--- config.mk ---
export PLATFORM = sky130hd
export DESIGN_NAME = uart_byte_fifo
export DESIGN_NICKNAME = d
export VERILOG_FILES = /design/src/rtl/uart_byte_fifo.sv
export SDC_FILE = /design/constraint.sdc
export NUM_CORES = 1
export LEC_CHECK = 0
export BUFFER_PORTS_ARGS = -buffer_cell sky130_fd_sc_hd__buf_4
export CORE_MARGIN = 2
export CORE_UTILIZATION = 64
export CTS_BUF_LIST = sky130_fd_sc_hd__clkbuf_8 sky130_fd_sc_hd__clkbuf_16
export DETAILED_ROUTE_END_ITERATION = 8
export PLACE_DENSITY = 0.93
export SYNTH_ARGS = -nofsm -noshare
export SYNTH_HDL_FRONTEND = slang
export SYNTH_SLANG_ARGS = --single-unit
--- constraint.sdc ---
create_clock -name clk -period 6.1 [get_ports clk]
set_clock_uncertainty 0.15 [all_clocks]
set_input_delay 0.915 -clock clk [delete_from_list [all_inputs] [get_ports clk]]
set_output_delay 0.915 -clock clk [all_outputs]
set_load 0.05 [all_outputs]
--- src/rtl/uart_byte_fifo.sv ---
// Byte FIFO between UART receiver and transmitter: first-word fall-through, sticky overflow.
// Define UART_FIFO_STATS_EN to build the drop counter and high-water mark; otherwise both read 0.
module uart_byte_fifo #(
  parameter int DEPTH = 16,
  parameter int WIDTH = 8
) (
  input  logic                     clk,
  input  logic                     rst_n,
  input  logic                     clear,
  input  logic [WIDTH-1:0]         wr_data,
  input  logic                     wr_valid,
  output logic [WIDTH-1:0]         rd_data,
  output logic                     rd_valid,
  input  logic                     rd_ready,
  output logic [$clog2(DEPTH):0]   level,
  output logic                     full,
  output logic                     empty,
  output logic                     overflow,
  output logic [15:0]              drop_count,
  output logic [$clog2(DEPTH):0]   peak_level
);

  localparam int AW = $clog2(DEPTH);
  localparam int LW = AW + 1;
  localparam logic [LW-1:0] FULL_LEVEL = LW'(DEPTH);

  logic [WIDTH-1:0] mem_q [DEPTH];
  logic [AW-1:0]    wr_ptr_q, wr_ptr_d;
  logic [AW-1:0]    rd_ptr_q, rd_ptr_d;
  logic [LW-1:0]    level_q, level_d;
  logic             overflow_q, overflow_d;
  logic             push, pop, drop;

  assign empty    = (level_q == '0);
  assign full     = (level_q == FULL_LEVEL);
  assign rd_valid = ~empty;
  assign rd_data  = mem_q[rd_ptr_q];
  assign level    = level_q;
  assign overflow = overflow_q;

  // A pop frees the slot on the same edge, so a full FIFO still accepts a push then.
  always_comb begin
    pop        = rd_valid & rd_ready & ~clear;
    push       = wr_valid & (~full | rd_ready) & ~clear;
    drop       = wr_valid & full & ~rd_ready & ~clear;
    wr_ptr_d   = wr_ptr_q;
    rd_ptr_d   = rd_ptr_q;
    level_d    = level_q;
    overflow_d = overflow_q | drop;
    if (clear) begin
      wr_ptr_d   = '0;
      rd_ptr_d   = '0;
      level_d    = '0;
      overflow_d = 1'b0;
    end else begin
      if (push) wr_ptr_d = wr_ptr_q + AW'(1);
      if (pop)  rd_ptr_d = rd_ptr_q + AW'(1);
      case ({push, pop})
        2'b10:   level_d = level_q + LW'(1);
        2'b01:   level_d = level_q - LW'(1);
        default: level_d = level_q;
      endcase
    end
  end

  always_ff @(posedge clk or negedge rst_n) begin
    if (!rst_n) begin
      wr_ptr_q   <= '0;
      rd_ptr_q   <= '0;
      level_q    <= '0;
      overflow_q <= 1'b0;
    end else begin
      wr_ptr_q   <= wr_ptr_d;
      rd_ptr_q   <= rd_ptr_d;
      level_q    <= level_d;
      overflow_q <= overflow_d;
    end
  end

  // Storage has no reset; contents are only observable while rd_valid is high.
  always_ff @(posedge clk) begin
    if (push) mem_q[wr_ptr_q] <= wr_data;
  end

`ifdef UART_FIFO_STATS_EN
  logic [15:0]   drop_count_q, drop_count_d;
  logic [LW-1:0] peak_level_q, peak_level_d;

  always_comb begin
    drop_count_d = drop_count_q;
    peak_level_d = peak_level_q;
    if (clear) begin
      drop_count_d = '0;
      peak_level_d = '0;
    end else begin
      if (drop && (drop_count_q != 16'hFFFF)) drop_count_d = drop_count_q + 16'd1;
      if (level_d > peak_level_q)             peak_level_d = level_d;
    end
  end

  always_ff @(posedge clk or negedge rst_n) begin
    if (!rst_n) begin
      drop_count_q <= '0;
      peak_level_q <= '0;
    end else begin
      drop_count_q <= drop_count_d;
      peak_level_q <= peak_level_d;
    end
  end

  assign drop_count = drop_count_q;
  assign peak_level = peak_level_q;
`else
  assign drop_count = '0;
  assign peak_level = '0;
`endif

endmodule

# After elaboration in Yosys (flattened, before gate mapping)
# Memories as Yosys holds them, arrays and structs flattened.
# Cells that the tools add are included.
dict set report word_totals {
  wordCells 38
  memories 1
  inputBits 13
  ram_bits 128
  regBits 14
  out_inout_bits 38
}
dict set report classes {
  n_eq_ne 3
  reduce_logical 4
  bitwise_logic 13
  n_addsub 4
  muxes 9
}
# memory words word_bits rd rd_ports_with_merged_regs wr line_no
set mem_list {}
lappend mem_list {mem_q 16 8 1 0 1 27} ;# logic [WIDTH-1:0] mem_q [DEPTH];
# operator count
set ops {}
lappend ops {{$mux W4} 4}
lappend ops {{$pmux W5 S2} 1}
lappend ops {{$add A4 B1 Y4 const B} 2}
lappend ops {{$and A1 B1 Y1} 7}
lappend ops {{$add A5 B1 Y5 const B} 1}
lappend ops {{$eq A5 B5 Y1 const B} 1}
lappend ops {{$logic_not A5 Y1} 1}
lappend ops {{$mux W5} 1}
lappend ops {{$sub A5 B1 Y5 const B} 1}
lappend ops {{$not A1 Y1} 4}
lappend ops {{$reduce_bool A2 Y1} 2}
lappend ops {{$mux W1} 3}
lappend ops {{$reduce_bool A3 Y1} 1}
lappend ops {{$eq A2 B1 Y1 const B} 1}
lappend ops {{$eq A2 B2 Y1 const B} 1}
lappend ops {{$or A1 B1 Y1} 2}

# Longest topological paths before layout
# Gate-level depths: netlist of run 1.
dict set report logic_depth {
  ltp_word 8
  mapped_depth 11
  ltp_nobuf 10
}

# Least setup slack after synthesis of run 1
# No wires, ideal clock.
dict set report synth_path {
  path_type {reg-to-reg}
  start {reg level_q[1], in the netlist level[1]}
  end {reg level_q[4], in the netlist level[4]}
  path_buffers 0
  period_less_slack_ps 3665
  setup_time_ps 136
  t_required_ps 5814
  path_stages_with_launch 11
  arrival_time_ps 3379
  slack_ps 2435
  path_cell_list {dfrtp_1 > or4_4 > nor2_1 > or3_1 > inv_1 > ha_1 > nand2b_1 > a21oi_1 > mux2_2 > a32oi_1 > a21oi_1}
}
dict set report synth_via {
  elab_cells_between_ends 16
  classes_between {2 x add/sub; 3 x eq/ne; 2 x mux; 7 x bitwise; 2 x reduce/logical}
}
# item line_no
set synth_rtl {}
lappend synth_rtl {{start: declaration} 30} ;# logic [LW-1:0] level_q, level_d;
lappend synth_rtl {{start signal: assignment} 75} ;# level_q <= level_d;
lappend synth_rtl {{$logic_not A5 Y1 *} 34} ;# assign empty = (level_q == '0);
lappend synth_rtl {{named net empty} 17} ;# output logic empty,
lappend synth_rtl {{$not A1 Y1 *} 36} ;# assign rd_valid = ~empty;
lappend synth_rtl {{$and A1 B1 Y1 * (2 in a row)} 43} ;# pop = rd_valid & rd_ready & ~clear;
lappend synth_rtl {{$eq A2 B1 Y1 / $eq A2 B2 Y1 (equally long branches)} 58} ;# case ({push, pop})
lappend synth_rtl {{$pmux W5 S2} 58}
lappend synth_rtl {{$mux W5} 50} ;# if (clear) begin
# The timed path passes the listed nets; every way through them passes the cells marked *.
# A chain may end at the register's enable or synchronous reset.

# Final worst setup path of run 1
dict set report layout_path {
  start {reg rd_ptr_q[1]}
  end {out rd_data[5]}
}
dict set report layout_via {
  elab_chain_len 1
}
# item line_no
set layout_lines {}
lappend layout_lines {{start: declaration} 29} ;# logic [AW-1:0] rd_ptr_q, rd_ptr_d;
lappend layout_lines {{start signal: assignment} 74} ;# rd_ptr_q <= rd_ptr_d;
lappend layout_lines {{$mem_v2 Z16 W8} n/a}
lappend layout_lines {{end: declaration} 12} ;# output logic [WIDTH-1:0] rd_data,
# Every way passes these cells.

==> results.yml, run 1 <==
final_layout:
  syn_to_final_growth_pct: 12.7
  utilization_pct: 74.0
  drive_gt1_share_pct: 22.4
  nets: 434
  num_antenna_cells: 0
  design_area_um2: 6840
cts:
  cts_tree: "yes"
  ctsResizeCount: 0
  post_cts_buffers: 0
  htree_levels: 4
  cts_buffer_depth: 2
  cts_root_buffer: "clkbuf_8"
  clk_latency_ns: 0.52
  clk_pin_slew_ns: 0.06
  cts_sinks: 142
  cts_buffers: 17
  ctsHoldBuffers: 0
drt:
  detail_route.wl_per_cell_um: 22.2
  topRoutingLayerUsed: "met4"
  dr_wl_met2_mm: 6.22
  vias_per_cell: 6.16
  dr.pass1.iters: 5
  met3_length_mm: 1.03
  wl_mm: 12.3
  wl_met1_mm: 4.74
  drc: 0
  antenna_left: 0
  drtIter0Drc: 585
  num_vias: 3412
placement:
  finalWeightedCongestion: 0.833
  dp_hpwl_mm: 7.46
  io_buffers: 29
  place_area_um2: 6290
grt:
  grt_pass1_wl_mm: 19.3
  antenna_found_initial: 0
  grt_pass1_vias: 3350
  grt_usage_pct: 26.3
  overflow: 0
  grt_max_degree: 34
die:
  num_rows: 35
  core_um2: 9240
  start_util_pct: 65.7
  pin_count: 51
  die_y_um: 101
  die_w_um: 101
  die-area_um2: 10300
power:
  total_power_mw: 2.78
  power.density_nw_per_um2: 407
  peakVddDrop_mv: 0.282
  power_leakage_nw: 2.40
sta:
  rsz0062_at_grt: "false"
  finalCritPeriodShare_pct: 72.9
  drv_slew: 0
  finalSetupViolations: 0
  clock.fmax_mhz: 225
  finalCriticalPeriod_ns: 4.45
  slew_headroom_pct: 18.3
  setup_tns_ns: 0
  hold_violations: 0
  worst_pin_slew_ns: 1.22
synthesis:
  yosys.cell_types.count: 39
  syn_area_um2: 6070
  seq_area_frac_synth_pct: 69.1
  synth_area_leaders: "edfxtp_1 63%, mux4_2 5.9%, dfrtp_1 5.8%"
  synth_edf_count: 128
  netlist.area_leader.share_pct: 63.4
  syn_inst: 382
  synth_top_cell_by_area: "edfxtp_1"
  yosys_warnings: 0
  syn_avg_cell_area_um2: 15.9
  ys_seq_elements: 142
  dominantRegCellSynth: "edfxtp_1"
  async_flop_share_pct: 9.86
setup_path:
  reg2reg_from: "level[1]$_DFFE_PN0P_"
  rr_endpoint: "level[4]$_DFFE_PN0P_"
  cp-start-kind: "flop"
  cp_max_fo: 21
  worstPathArrival_ns: 3.38
  path_class: "reg -> out"
  rr_worst_depth: 10
  cp-startpoint: "rd_ptr_q[1]$_DFFE_PN0P_"
  r2r_slack_ns: 3.00
  worstPathRequired_ns: 5.03
  crit_end: "rd_data[5]"
  cp-end-kind: "output port"
flow_run:
  drv_cap: 0
run_status:
  status: "complete, no violations"
min_path:
  hold_class: "in -> async"
==> cells by family (layout without fill, tap and decap cells) <==
family / Yosys count / after routing / synth area share (%)
mux: 53 / 53 / 12.3
other cells: 1 / 21 / 0.0618
simple gates: 67 / 67 / 5.11
buf+inv: 48 / 71 / 4.56
fa+ha+maj: 9 / 9 / 1.98
compound gates: 53 / 53 / 5.57
flops: 142 / 142 / 69.1
xor+xnor: 9 / 9 / 1.30
==> cell type report <==
type / count / area, um2
Tap cell: 129 / 161
Sequential cell: 142 / 4200
Multi-Input combinational cell: 212 / 1670
Clock inverter: 15 / 135
Timing Repair Buffer: 30 / 225
Inverter: 9 / 33.8
Clock buffer: 17 / 414
Fill cell: 494 / 2400
==> through the flow <==
stage | std cells | hold WS, ns | setup WS, ns
2_1_floorplan | 402 | 0.402 | 2.43
3_3_place_gp | 522 | 0.336 | 2.48
3_5_place_dp | 522 | 0.347 | 2.37
4_1_cts | 554 | 0.0717 | 1.68
5_1_grt | 554 | 0.0849 | 1.50
6_report | 554 | 0.0862 | 1.65
==> state kept, by name, summed over array words and instances, names as in the netlist <==
name,cells
mem_q,128
level,5
rd_ptr_q,4
wr_ptr_q,4
overflow,1
==> worst min-delay path by stage <==
stage                                  from  cells past startpoint                      end  slack, ns
floorplan           wr_ptr_q[3]$_DFFE_PN0P_                      2  wr_ptr_q[3]$_DFFE_PN0P_       0.40
global placement         overflow$_DFF_PN0_                      2       overflow$_DFF_PN0_       0.34
detailed placement       overflow$_DFF_PN0_                      2       overflow$_DFF_PN0_       0.35
CTS                                   rst_n                      1  rd_ptr_q[3]$_DFFE_PN0P_       0.07
global route                          rst_n                      1       overflow$_DFF_PN0_       0.08
finish                                rst_n                      1     level[1]$_DFFE_PN0P_       0.09
==> cells in the mapped netlist, drive strengths merged (2+ instances only) <==
cell type,count
a21oi,13
a221oi,8
a22oi,8
buf,29
clkbuf,10
dfrtp,14
edfxtp,128
ha,8
inv,9
mux2,12
mux2i,25
mux4,16
nand2,18
nand2b,2
nand3,2
nor2,33
o21ai,19
or3,4
xnor2,2
xor2,7
==> critical path, cell delays in order, from the launching register on <==
cell      delay, ns
dfrtp_1        0.73
nor2b_1        1.10
a221oi_1       0.36
o21ai_0        0.34
nand2_1        0.11
buf_4          0.20
==> layout by cell type, fill, tap and decap left out, drive strengths merged, types with 2 or more instances in the layout <==
cell / netlist / final
edfxtp: 128 / 128
nand3: 2 / 2
inv: 9 / 15
a22oi: 8 / 8
conb: 1 / 21
o21ai: 19 / 19
clkbuf: 10 / 17
a21oi: 13 / 13
nand2: 18 / 18
clkinv: 0 / 7
ha: 8 / 8
xnor2: 2 / 2
nor2: 33 / 33
mux4: 16 / 16
mux2: 12 / 12
nand2b: 2 / 2
or3: 4 / 4
xor2: 7 / 7
mux2i: 25 / 25
buf: 29 / 30
dfrtp: 14 / 14
a221oi: 8 / 8
==> metal layers <==
| layer | GRT usage (%) | up-vias |
|---|---|---|
| li1 | - | 1480 |
| met1 | 35.2 | 1688 |
| met2 | 43.1 | 213 |
| met3 | 7.11 | 31 |
| met4 | 7.59 | 0 |
| met5 | 0 | - |
==> power breakdown <==
group | internal, mW | switching [mW]
Combinational | 0.264 | 0.407
Sequential | 1.09 | 0.0806
Clock | 0.545 | 0.401
(Power assumes the default switching activity.)
==> run 2: changes to the inputs <==
CORE_UTILIZATION = 53   (was 64)
PLACE_DENSITY = 0.83   (was 0.93)
clock period = 3.6 ns   (was 6.1 ns; I/O delays follow)
==> results.yml, run 2 (synthesis gave the netlist of run 1 again) <==
sta:
  rsz0062_at_grt: "false"
  finalCriticalPeriod_ns: 3.18
  slew_headroom_pct: 31.8
  setup_tns_ns: 0
  finalCritPeriodShare_pct: 88.5
  worst_pin_slew_ns: 1.02
  drv_slew: 0
  hold_violations: 0
  clock.fmax_mhz: 314
  finalSetupViolations: 0
placement:
  dp_hpwl_mm: 7.28
  dpl.cell_count: 542
  io_buffers: 29
  finalWeightedCongestion: 0.834
power:
  total_power_mw: 4.82
  peakVddDrop_mv: 0.429
  power_leakage_nw: 2.44
  power.density_nw_per_um2: 693
flow_run:
  drv_cap: 0
die:
  pin_count: 51
  die-area_um2: 12300
  start_util_pct: 53.8
  die_w_um: 111
  core_um2: 11300
  die_y_um: 111
  num_rows: 39
final_layout:
  final_common_cell: "edfxtp_1"
  top_register: "mem_q"
  seq_area_um2: 4200
  largest_reg_flops: 128
  utilization_pct: 61.7
  multiInputGateArea_um2: 1670
  drive_gt1_share_pct: 23.7
  nets: 441
  num_antenna_cells: 0
  syn_to_final_growth_pct: 14.7
  n_fill_cell: 763
  final_cell_mix: "128 x edfxtp_1, 35 x buf_4, 32 x nor2_1"
  fin_cells: 574
cts:
  cts_tree: "yes"
  clk_latency_ns: 0.40
  post_cts_buffers: 0
  cts_sinks: 142
  cts_buffer_depth: 2
  cts_root_buffer: "clkbuf_16"
  clk_pin_slew_ns: 0.06
  htree_levels: 4
  cts_buffers: 17
grt:
  grt_pass1_wl_mm: 18.4
  gr-usage-met1_pct: 26.1
  overflow: 0
  antenna_found_initial: 0
  use_met2_pct: 33.1
  grt_usage_pct: 20.0
  top_usage_layer: "met2"
  grt_pass1_vias: 3384
  use_met3_pct: 4.26
  grt_max_degree: 25
setup_path:
  worstPathRequired_ns: 2.91
  path_class: "reg -> out"
  cp-end-kind: "output port"
  cp_max_fo: 16
  cp-start-kind: "flop"
  worstPathArrival_ns: 2.49
drt:
  drtIter0Drc: 405
  drc: 0
  dr.pass1.iters: 5
  detail_route.wl_per_cell_um: 20.2
  antenna_left: 0
  wl_mm: 11.6
  vias_per_cell: 5.78
  num_vias: 3317
run_status:
  status: "complete, no violations"
min_path:
  hold_class: "in -> reg"
==> run 2: cell count changes in the layout (fill, tap and decap cells not counted), sizes merged <==
cell         before  now
clkinvlp          1    2
clkinv            7    5
inv              15   14
bufinv            1    2
dlygate4sd3       0    1
buf              30   36
==> run 2: layer usage <==
metal | vias up | part of all wire, %
li1 | 1489 | -
met1 | 1646 | 38
met3 | 14 | 7.3
met2 | 168 | 53
met5 | - | 0
met4 | 0 | 1.4
==> run 2: path summary, 6_finish.rpt <==
check / from / to / slack, ns / cells after the start
worst max-delay path: rd_ptr_q[2]$_DFFE_PN0P_ / rd_data[2] / 0.42 / 6
worst min-delay path: rd_ready / level[4]$_DFFE_PN0P_ / 0.27 / 3
worst max register to register: level[1]$_DFFE_PN0P_ / level[4]$_DFFE_PN0P_ / 0.62 / 10
worst min register to register: overflow$_DFF_PN0_ / overflow$_DFF_PN0_ / 0.36 / 2
max in group asynchronous: rst_n / rd_ptr_q[0]$_DFFE_PN0P_ / 2.74 / 2
min in group asynchronous: rst_n / rd_ptr_q[3]$_DFFE_PN0P_ / 0.37 / 2
==> run 2: what timing repair did <==
item | CTS | global route
hold buffers | 1 | 0
hold endpoints to repair | 14 | 0
resized for setup | 0 | 0
==> run 2: worst max-delay path: stages (launching register included) <==
cell and delay (ns):
dfrtp_1 0.54, nor2b_1 0.21, buf_4 0.21, a221oi_1 0.55, o21ai_0 0.23, nand2_1 0.13, buf_4 0.20
==> run 2: area by class of cell <==
type	count	area share [%]
clock buffer	17	6.11
clock inverter	14	2.28
inverter	9	0.485
multi-input combinational	212	24.1
sequential	142	60.3
tap	143	2.57
timing repair buffer	37	4.21
==> run 2: power breakdown <==
group / total (mW) / leakage (nW) / internal (mW) / switching [mW]
registers: 1.91 / 1.34 / 1.84 / 0.0712
logic: 1.20 / 0.820 / 0.467 / 0.738
clock network: 1.70 / 0.281 / 1.03 / 0.674
total: 4.82 / 2.44 / 3.34 / 1.48
==> run 2: metrics by stage <==
stage                     hold WS [ns]  setup slack [ns]  instance area [um2]
after global placement           0.249             0.790                 6360
after CTS                        0.258             0.395                 6960
after detailed placement         0.247             0.639                 6360
after floorplan                 0.0944             0.200                 6140
final                            0.274             0.415                 6960
after global routing             0.257             0.221                 6960
